**config.mk**
```make
export PLATFORM = sky130hd
export DESIGN_NAME = instr_fetch_unit_flat
export DESIGN_NICKNAME = d
export VERILOG_FILES = /design/src/rtl/instr_fetch_unit_if.sv /design/src/rtl/instr_fetch_unit.sv /design/src/flat_wrapper.sv
export SDC_FILE = /design/constraint.sdc
export NUM_CORES = 1
export LEC_CHECK = 0
export CELL_PAD_IN_SITES_DETAIL_PLACEMENT = 2
export CELL_PAD_IN_SITES_GLOBAL_PLACEMENT = 2
export CORE_MARGIN = 2
export CORE_UTILIZATION = 33
export CTS_CLUSTER_DIAMETER = 100
export DETAILED_ROUTE_END_ITERATION = 16
export PLACE_DENSITY = 0.86
export RECOVER_POWER = 25
export SYNTH_ARGS = -nofsm -noshare
export SYNTH_HDL_FRONTEND = slang
export SYNTH_SLANG_ARGS = --single-unit
```
**constraint.sdc**
```tcl
create_clock -name clk -period 3.1 [get_ports clk]
set_input_delay 0.31 -clock clk [delete_from_list [all_inputs] [get_ports clk]]
set_output_delay 0.31 -clock clk [all_outputs]
set_load 0.05 [all_outputs]
```
**src/rtl/instr_fetch_unit_if.sv**
```systemverilog
// Bus bundle between the fetch unit, program ROM, control and decode.
// FETCH_PERF_CNT_EN adds the fetch/stall counter outputs.
`timescale 1ns/1ps
interface instr_fetch_unit_if #(
  parameter int DATA_WIDTH = 32
);
  logic                  run;
  logic                  redirect;
  logic [DATA_WIDTH-1:0] redirect_pc;
  logic                  mem_enable;
  logic [DATA_WIDTH-1:0] mem_address;
  logic [DATA_WIDTH-1:0] mem_instruction;
  logic                  instr_valid;
  logic [DATA_WIDTH-1:0] instr;
  logic [DATA_WIDTH-1:0] instr_pc;
  logic                  instr_ready;
  logic                  fault;
`ifdef FETCH_PERF_CNT_EN
  logic [31:0]           fetch_count;
  logic [31:0]           stall_count;
`endif

  modport master (
    input  run, redirect, redirect_pc, mem_instruction, instr_ready,
    output mem_enable, mem_address, instr_valid, instr, instr_pc, fault
`ifdef FETCH_PERF_CNT_EN
    , output fetch_count, stall_count
`endif
  );

  modport slave (
    output run, redirect, redirect_pc, mem_instruction, instr_ready,
    input  mem_enable, mem_address, instr_valid, instr, instr_pc, fault
`ifdef FETCH_PERF_CNT_EN
    , input fetch_count, stall_count
`endif
  );
endinterface

```
**src/rtl/instr_fetch_unit.sv**
```systemverilog
// Program-memory requester: PC, ROM read, instruction queue to decode.
// FETCH_PERF_CNT_EN adds fetch/stall performance counters.
//
// state | meaning
// IDLE  | not fetching, waiting for run
// FETCH | issuing one ROM read per cycle while the queue has room
// FAULT | PC out of range or misaligned; held until redirect
`timescale 1ns/1ps
module instr_fetch_unit #(
  parameter int                    DATA_WIDTH   = 32,
  parameter int                    MEMORY_DEPTH = 64,
  parameter logic [DATA_WIDTH-1:0] TEXT_BASE    = 32'h00400000,
  parameter int                    QUEUE_DEPTH  = 2
) (
  input  logic               clk,
  input  logic               rst_n,
  instr_fetch_unit_if.master bus
);

  localparam int PTR_W = $clog2(QUEUE_DEPTH);
  localparam int CNT_W = PTR_W + 1;

  typedef enum logic [1:0] {IDLE, FETCH, FAULT} state_t;

  state_t                state_q, state_d;
  logic [DATA_WIDTH-1:0] pc_q;
  logic [DATA_WIDTH-1:0] word_offset;
  logic                  pc_bad;
  logic                  issue;
  logic                  pop;
  logic                  q_valid;
  logic                  queue_room;

  logic [DATA_WIDTH-1:0] q_instr [QUEUE_DEPTH];
  logic [DATA_WIDTH-1:0] q_pc    [QUEUE_DEPTH];
  logic [PTR_W-1:0]      rd_ptr_q, wr_ptr_q;
  logic [CNT_W-1:0]      count_q;

  assign word_offset = pc_q - TEXT_BASE;
  assign pc_bad      = (pc_q[1:0] != 2'b00) || (pc_q < TEXT_BASE) ||
                       ((word_offset >> 2) >= DATA_WIDTH'(MEMORY_DEPTH));

  assign q_valid    = (count_q != '0);
  // Redirect wins over the handshake: a head offered during redirect is dropped.
  assign pop        = q_valid && bus.instr_ready && !bus.redirect;
  assign queue_room = (count_q < CNT_W'(QUEUE_DEPTH)) || pop;

  always_ff @(posedge clk or negedge rst_n) begin
    if (!rst_n) state_q <= IDLE;
    else        state_q <= state_d;
  end

  always_comb begin
    state_d = state_q;
    issue   = 1'b0;
    if (bus.redirect) begin
      state_d = bus.run ? FETCH : IDLE;
    end else begin
      unique case (state_q)
        IDLE:  if (bus.run) state_d = FETCH;
        FETCH: begin
          if (!bus.run)    state_d = IDLE;
          else if (pc_bad) state_d = FAULT;
          else             issue   = queue_room;
        end
        FAULT: state_d = FAULT;
        default: state_d = IDLE;
      endcase
    end
  end

  always_ff @(posedge clk or negedge rst_n) begin
    if (!rst_n)            pc_q <= TEXT_BASE;
    else if (bus.redirect) pc_q <= bus.redirect_pc;
    else if (issue)        pc_q <= pc_q + DATA_WIDTH'(4);
  end

  always_ff @(posedge clk or negedge rst_n) begin
    if (!rst_n) begin
      rd_ptr_q <= '0;
      wr_ptr_q <= '0;
      count_q  <= '0;
      for (int i = 0; i < QUEUE_DEPTH; i++) begin
        q_instr[i] <= '0;
        q_pc[i]    <= '0;
      end
    end else if (bus.redirect) begin
      rd_ptr_q <= '0;
      wr_ptr_q <= '0;
      count_q  <= '0;
    end else begin
      if (issue) begin
        q_instr[wr_ptr_q] <= bus.mem_instruction;
        q_pc[wr_ptr_q]    <= pc_q;
        wr_ptr_q          <= wr_ptr_q + PTR_W'(1);
      end
      if (pop) rd_ptr_q <= rd_ptr_q + PTR_W'(1);
      case ({issue, pop})
        2'b10:   count_q <= count_q + CNT_W'(1);
        2'b01:   count_q <= count_q - CNT_W'(1);
        default: count_q <= count_q;
      endcase
    end
  end

  assign bus.mem_enable  = issue;
  assign bus.mem_address = word_offset >> 2;
  assign bus.instr_valid = q_valid;
  assign bus.instr       = q_valid ? q_instr[rd_ptr_q] : '0;
  assign bus.instr_pc    = q_valid ? q_pc[rd_ptr_q] : '0;
  assign bus.fault       = (state_q == FAULT);

`ifdef FETCH_PERF_CNT_EN
  logic [31:0] fetch_count_q, stall_count_q;

  always_ff @(posedge clk or negedge rst_n) begin
    if (!rst_n) begin
      fetch_count_q <= '0;
      stall_count_q <= '0;
    end else begin
      if (issue) fetch_count_q <= fetch_count_q + 32'd1;
      if ((state_q == FETCH) && bus.run && !issue) stall_count_q <= stall_count_q + 32'd1;
    end
  end

  assign bus.fetch_count = fetch_count_q;
  assign bus.stall_count = stall_count_q;
`endif

endmodule

```
**src/flat_wrapper.sv**
```systemverilog
// flat-port wrapper written by rule: the top's interface ports become plain ports
module instr_fetch_unit_flat 
#(
  parameter int                    DATA_WIDTH   = 32,
  parameter int                    MEMORY_DEPTH = 64,
  parameter logic [DATA_WIDTH-1:0] TEXT_BASE    = 32'h00400000,
  parameter int                    QUEUE_DEPTH  = 2
)
  (clk, rst_n, bus_run, bus_redirect, bus_redirect_pc, bus_mem_instruction, bus_instr_ready, bus_mem_enable, bus_mem_address, bus_instr_valid, bus_instr, bus_instr_pc, bus_fault);
  instr_fetch_unit_if #(.DATA_WIDTH(DATA_WIDTH)) bus_i ();
  input  logic clk;
  input  logic rst_n;
  input wire logic [$bits(bus_i.run)-1:0] bus_run;
  input wire logic [$bits(bus_i.redirect)-1:0] bus_redirect;
  input wire logic [$bits(bus_i.redirect_pc)-1:0] bus_redirect_pc;
  input wire logic [$bits(bus_i.mem_instruction)-1:0] bus_mem_instruction;
  input wire logic [$bits(bus_i.instr_ready)-1:0] bus_instr_ready;
  output wire logic [$bits(bus_i.mem_enable)-1:0] bus_mem_enable;
  output wire logic [$bits(bus_i.mem_address)-1:0] bus_mem_address;
  output wire logic [$bits(bus_i.instr_valid)-1:0] bus_instr_valid;
  output wire logic [$bits(bus_i.instr)-1:0] bus_instr;
  output wire logic [$bits(bus_i.instr_pc)-1:0] bus_instr_pc;
  output wire logic [$bits(bus_i.fault)-1:0] bus_fault;
  assign bus_i.run = bus_run;
  assign bus_i.redirect = bus_redirect;
  assign bus_i.redirect_pc = bus_redirect_pc;
  assign bus_i.mem_instruction = bus_mem_instruction;
  assign bus_i.instr_ready = bus_instr_ready;
  assign bus_mem_enable = bus_i.mem_enable;
  assign bus_mem_address = bus_i.mem_address;
  assign bus_instr_valid = bus_i.instr_valid;
  assign bus_instr = bus_i.instr;
  assign bus_instr_pc = bus_i.instr_pc;
  assign bus_fault = bus_i.fault;
  instr_fetch_unit #(.DATA_WIDTH(DATA_WIDTH), .MEMORY_DEPTH(MEMORY_DEPTH), .TEXT_BASE(TEXT_BASE), .QUEUE_DEPTH(QUEUE_DEPTH)) u_core (.clk(clk), .rst_n(rst_n), .bus(bus_i));
endmodule
```
== Yosys cells after proc, flatten, opt, wreduce, memory -nomap -nowiden ==
Cells that the tools add are included.

* Register bits: 166
* Input port bits: 69
* Output and inout bits: 99
* Logic and storage cells: 75

* $add $sub $neg: 6
* Magnitude comparators: 6
* Equality and inequality tests: 6
* Muxes and demuxes: 30
* Bitwise operators: 3
* Reduce and logical (&&, ||, !) cells: 15

{| class="wikitable"
|+ Operators with widths
! kind !! count
|-
| 32-bit 2-to-1 mux || 11
|-
| 64-bit bitwise mux || 2
|-
| 32-bit by 3-bit adder with 32-bit output (second input constant) || 1
|-
| 32-bit demux with 1-bit select || 1
|-
| 32-bit by 23-bit < comparator with 1-bit output (second input constant) || 1
|-
| 32-bit by 23-bit subtractor with 32-bit output (second input constant) || 1
|-
| 30-bit by 7-bit >= comparator with 1-bit output (second input constant) || 1
|-
| 2-bit 2-to-1 mux || 5
|-
| 1-bit 2-to-1 mux || 9
|-
| 2-bit nonzero test || 4
|-
| 2-bit case mux with 3 select lines || 1
|-
| 2-bit by 1-bit == test with 1-bit output (second input constant) || 2
|-
| 2-bit == test (second input constant) || 2
|-
| 2-bit >= comparator (second input constant) || 2
|-
| 4-bit by 3-bit inequality test with 1-bit output (second input constant) || 1
|-
| 1-bit NOT with 2-bit output || 2
|-
| 2-bit case mux with 2 select lines || 1
|-
| 2-bit AND reduction || 2
|-
| 1-bit logical AND || 3
|-
| 1-bit logical OR || 3
|-
| 3-bit inequality test (second input constant) || 1
|-
| 3-bit nonzero test || 1
|-
| 1-bit adder (second input constant) || 2
|-
| 2-bit by 1-bit adder with 2-bit output (second input constant) || 1
|-
| other kinds (6) || 6
|}

== Depth between registers and ports, before layout ==
* Word-level depth: 11
* Depth in mapped cells: 9

== Least setup slack after synthesis ==
Ideal clock, no wire load.

* Path type: reg-to-output
* Start point: reg u_core.pc_q[22]
* End point: out bus_mem_enable
* Arrival: 3017 ps
* Required time: 2790 ps
* Setup slack: -227 ps
* Stages on the path, launching flop included: 8
* Buffers on the path: 1
* Cell sequence: dfstp_2 inv_1 ha_1 clkbuf_1 nand2_1 or4_1 a21o_1 nor3_1

* Longest elaborated chain between the ends: 7
* Elaborated cells between the ends (all ways): 9
* Those cells by class: add/sub: 1; order compare: 2; mux: 4; reduce/logical: 2

{| class="wikitable"
|+ Ends and longest elaborated chain
! item !! line !! text
|-
| start: declaration || instr_fetch_unit.sv:26 || <nowiki>logic [DATA_WIDTH-1:0] pc_q;</nowiki>
|-
| start signal: assignment || instr_fetch_unit.sv:74 || <nowiki>else if (bus.redirect) pc_q <= bus.redirect_pc;</nowiki>
|-
| start signal: assignment || instr_fetch_unit.sv:75 || <nowiki>else if (issue) pc_q <= pc_q + DATA_WIDTH'(4);</nowiki>
|-
| 32-bit by 23-bit subtractor with 32-bit output || instr_fetch_unit.sv:39 || <nowiki>assign word_offset = pc_q - TEXT_BASE;</nowiki>
|-
| via bus_mem_address[20] || flat_wrapper.sv:19 || <nowiki>output wire logic [$bits(bus_i.mem_address)-1:0] bus_mem_address;</nowiki>
|-
| 30-bit by 7-bit >= comparator with 1-bit output || instr_fetch_unit.sv:41 || <nowiki>((word_offset >> 2) >= DATA_WIDTH'(MEMORY_DEPTH));</nowiki>
|-
| 1-bit logical OR || instr_fetch_unit.sv:40 || <nowiki>assign pc_bad = (pc_q[1:0] != 2'b00) || (pc_q < TEXT_BASE) ||</nowiki>
|-
| 1-bit 2-to-1 mux || instr_fetch_unit.sv:63 || <nowiki>else if (pc_bad) state_d = FAULT;</nowiki>
|-
| 1-bit 2-to-1 mux || instr_fetch_unit.sv:62 || <nowiki>if (!bus.run) state_d = IDLE;</nowiki>
|-
| 1-bit 2-to-1 mux || instr_fetch_unit.sv:59 || <nowiki>unique case (state_q)</nowiki>
|-
| 1-bit 2-to-1 mux || instr_fetch_unit.sv:56 || <nowiki>if (bus.redirect) begin</nowiki>
|-
| end: declaration || flat_wrapper.sv:18 || <nowiki>output wire logic [$bits(bus_i.mem_enable)-1:0] bus_mem_enable;</nowiki>
|}

The timed path passes the listed nets, and every way through them passes these cells.

== Final worst setup path ==
* Start point: reg u_core.pc_q[23]
* End point: out bus_mem_enable

* Longest elaborated chain between the ends: 7
* Elaborated cells between the ends (all ways): 9
* Those cells by class: add/sub: 1; order compare: 2; mux: 4; reduce/logical: 2

{| class="wikitable"
|+ Ends and longest elaborated chain
! item !! line
|-
| 32-bit by 23-bit subtractor with 32-bit output / 32-bit by 23-bit < comparator with 1-bit output (equally long branches) || instr_fetch_unit.sv:39, instr_fetch_unit.sv:40
|-
| 30-bit by 7-bit >= comparator with 1-bit output / 1-bit logical OR (equally long branches) || instr_fetch_unit.sv:41, instr_fetch_unit.sv:40
|-
| 1-bit logical OR (*) || instr_fetch_unit.sv:40
|-
| 1-bit 2-to-1 mux (*) || instr_fetch_unit.sv:63
|-
| 1-bit 2-to-1 mux (*) || instr_fetch_unit.sv:62
|-
| 1-bit 2-to-1 mux (*) || instr_fetch_unit.sv:59
|-
| 1-bit 2-to-1 mux (*) || instr_fetch_unit.sv:56
|}

Mark *: on every way between the ends. The rest lies on a longest branch, timed or not.

==> impl_metrics.py <==
metrics = {
    "grt": {
        "grt_pass1_wl_mm": 33.4,
        "grt-ovfl-total": 0,
        "antenna_found_initial": 0,
        "grt_start_max_net_pins": 75,
        "grt_pass1_vias": 5869,
        "grt_use_total": 0.177,
    },
    "power": {
        "p_per_area_nw_per_um2": 499,
        "sw_frac_of_total": 0.250,
        "seq_power_share": 0.446,
        "power.internal_mw": 3.81,
        "leakage_nw": 4.42,
        "peakVddDrop_v": 0.000359,
        "p_sw_mw": 1.27,
        "clkPwrFrac": 0.448,
        "pwr-share-comb": 0.106,
    },
    "route": {
        "routed_wl_mm": 20.4,
        "ant_nets": 0,
        "dr.pass1.iters": 4,
        "drt-initial-drc-count": 199,
        "drc": 0,
        "wl_per_cell_um": 19.1,
        "viasPerCell": 4.94,
        "vias": 5285,
    },
    "cells_and_area": {
        "final_common_cell": "dfrtp_1",
        "num-nets-final": 846,
        "final_core_util": 0.450,
        "syn2layout_area_growth_pct": 33.4,
        "mostFrequentLayoutCells": "dfrtp_1, clkdlybuf4s50_1, nor2_1",
        "final_area_sq_um": 10200,
        "drive_gt1_frac": 0.161,
        "insertedDiodeCount": 0,
        "fillers": 2251,
    },
    "run_status": {
        "violations": "max-capacitance violations, max-slew violations",
        "outcome": "finished with violations",
    },
    "floorplanning": {
        "rows": 55,
        "dieArea_sq_um": 24400,
        "start_util": 0.337,
        "core_area_sq_um": 22600,
        "die_w_um": 156,
        "io_pins": 168,
        "die_h_um": 156,
    },
    "setup_path": {
        "critPathKind": "flop to primary output",
        "slowest_delay_ns": 0.46,
        "critPathBufInv": 2,
        "path_cells": "inv_1 > ha_2 > nand2_1 > or4_1 > a21o_1 > nor3_2 > buf_12",
        "crit_slowest_cell": "or4_1",
        "path_max_fanout": 8,
        "critPathLaunchType": "flop",
        "crit_arrival_ns": 2.61,
        "worstPathRequired_ns": 2.79,
        "critPathTopFamily": "simple AND/OR/NAND/NOR gates",
        "setup.worst_path.end_class": "primary output",
    },
    "sta": {
        "fin_skew_ns": 0.0117,
        "rsz0062_at_grt": "false",
        "finalCriticalPeriod_ns": 2.92,
        "worst_pin_slew_ns": 1.81,
        "setup_tns_ns": 0,
        "min_period_over_period": 0.942,
        "hold_viol_final": 0,
        "setup_violations": 0,
        "slew_headroom": -0.208,
        "setup_slack_ns": 0.179,
        "slew_viol_final": 65,
        "fmax_mhz": 342,
    },
    "synth": {
        "async_flop_share": 1.00,
        "netlist_area_sq_um": 7630,
        "syn_avg_cell_area_sq_um": 12.1,
        "ys_seq_area_frac": 0.544,
        "synth-edff-count": 0,
        "ys.flop_type": "dfrtp_1",
        "synthCells": 629,
        "synth-seq-cells": 166,
        "ys_warn_count": 0,
        "ys_types": 48,
    },
    "job": {
        "drv_cap": 1,
    },
    "clocking": {
        "cts.reportedPaths.clkPinSlew_ns": 0.06,
        "cts-root-buf": "clkbuf_16",
        "cts_max_level": 4,
        "cts_sinks": 166,
        "numCtsBuffers": 17,
        "tritoncts": "built",
        "cts.path.max_buffers": 2,
        "clock_latency_ns": 0.42,
    },
    "worst_hold_path": {
        "min_path_type": "primary input to flop",
    },
    "place": {
        "dp_hpwl_mm": 13.7,
        "dpl-instance-area_sq_um": 9560,
        "preCtsSetupSlack_ns": 0.187,
        "gp_congestion": 0.754,
        "io_buffers": 165,
    },
}
state kept, by name (all words and copies together), names as in the netlist:
signal / count
u_core.wr_ptr_q: 1
u_core.state_q: 2
u_core.rd_ptr_q: 1
u_core.count_q: 2
u_core.q_pc: 64
u_core.q_instr: 64
u_core.pc_q: 32
per-stage QoR:
step                      total power, mW  instances  hold slack, ns
after global routing                 5.27       1069           0.487
after detailed placement             2.85       1038           0.378
after global placement               2.84       1038           0.358
after floorplan                      2.60        630          0.0144
after CTS                            5.16       1069           0.457
final                                5.08       1069           0.469
path summary, 6_finish.rpt:
| kind | start | to | slack [ns] | depth (start not counted) |
|---|---|---|---|---|
| worst max-delay path | u_core.pc_q[23]$_DFFE_PN0P_ | bus_mem_enable | 0.18 | 7 |
| worst min-delay path | bus_redirect_pc[30] | u_core.pc_q[30]$_DFFE_PN0P_ | 0.47 | 3 |
| worst max register to register | u_core.pc_q[23]$_DFFE_PN0P_ | u_core.q_instr[55]$_DFFE_PN0P_ | 0.22 | 8 |
| worst min register to register | u_core.q_instr[63]$_DFFE_PN0P_ | u_core.q_instr[63]$_DFFE_PN0P_ | 0.48 | 1 |
| max in group asynchronous | rst_n | u_core.pc_q[30]$_DFFE_PN0P_ | 0.79 | 3 |
| min in group asynchronous | rst_n | u_core.q_instr[39]$_DFFE_PN0P_ | 0.90 | 2 |
layout make-up:
| cell class | instances | area, sq um | share of cell area |
|---|---|---|---|
| clock inverter | 11 | 173 | 0.0170 |
| multi-input combinational | 395 | 3150 | 0.310 |
| timing repair buffer | 181 | 1840 | 0.181 |
| tap | 285 | 357 | 0.0350 |
| sequential | 166 | 4160 | 0.408 |
| inverter | 12 | 45.0 | 0.00442 |
| clock buffer | 19 | 453 | 0.0445 |
timing repair:
item                                   in CTS  in global routing
hold buffers                                1                  0
gates cloned                                0                  0
gates resized for setup                     3                  2
setup endpoints to repair                   3                  5
endpoints found under the hold margin      61                  0
buffers inserted                            0                  0
cell usage after synthesis (all sizes together) (3+ instances only):
master,count,area share
nor2,75,0.037
a21oi,3,0.0020
nand4b,3,0.0034
nor3,4,0.0026
nand2,11,0.0054
nor4,6,0.0077
mux2,106,0.16
dfrtp,165,0.54
xor2,6,0.0069
or4,4,0.0039
nand2b,4,0.0033
buf,32,0.029
and2,22,0.018
nand3,4,0.0026
nor2b,23,0.019
and3,4,0.0033
nand4,5,0.0041
mux2i,65,0.085
o31ai,3,0.0030
ha,4,0.0066
clkbuf,25,0.012
o21ai,10,0.0066
a211o,3,0.0034
a31oi,5,0.0041
inv,12,0.0059
metal layers:
layer  vias to the layer above  wire (um)  track usage
li1                       2435          -            -
met1                      2725       9170        0.232
met2                       110      10200        0.299
met3                        15        799       0.0369
met4                         0        191       0.0437
met5                         -          0            0
worst min-delay path, stage by stage:
cell and delay, ns:
clkdlybuf4s50_1 0.40, nand2_1 0.06, o21ai_0 0.07
power by group through the flow:
stage | clock network [mW] | registers [mW] | logic [mW]
2_1_floorplan | 0 | 2.28 | 0.319
3_3_place_gp | 0 | 2.30 | 0.536
3_5_place_dp | 0 | 2.31 | 0.545
4_1_cts | 2.34 | 2.27 | 0.550
5_1_grt | 2.42 | 2.27 | 0.577
6_report | 2.28 | 2.27 | 0.538
logic make-up (layout without fill, tap and decap cells):
| logic type | Yosys count | in the layout | share of synthesized area |
|---|---|---|---|
| compound gates | 38 | 38 | 0.0344 |
| buf+inv | 69 | 223 | 0.0467 |
| flops | 166 | 166 | 0.544 |
| other cells | 1 | 2 | 0.000491 |
| simple gates | 173 | 173 | 0.118 |
| xor+xnor | 7 | 7 | 0.00803 |
| mux | 171 | 171 | 0.242 |
| fa+ha+maj | 4 | 4 | 0.00656 |
No activity file was read; power rests on OpenSTA's default activity.
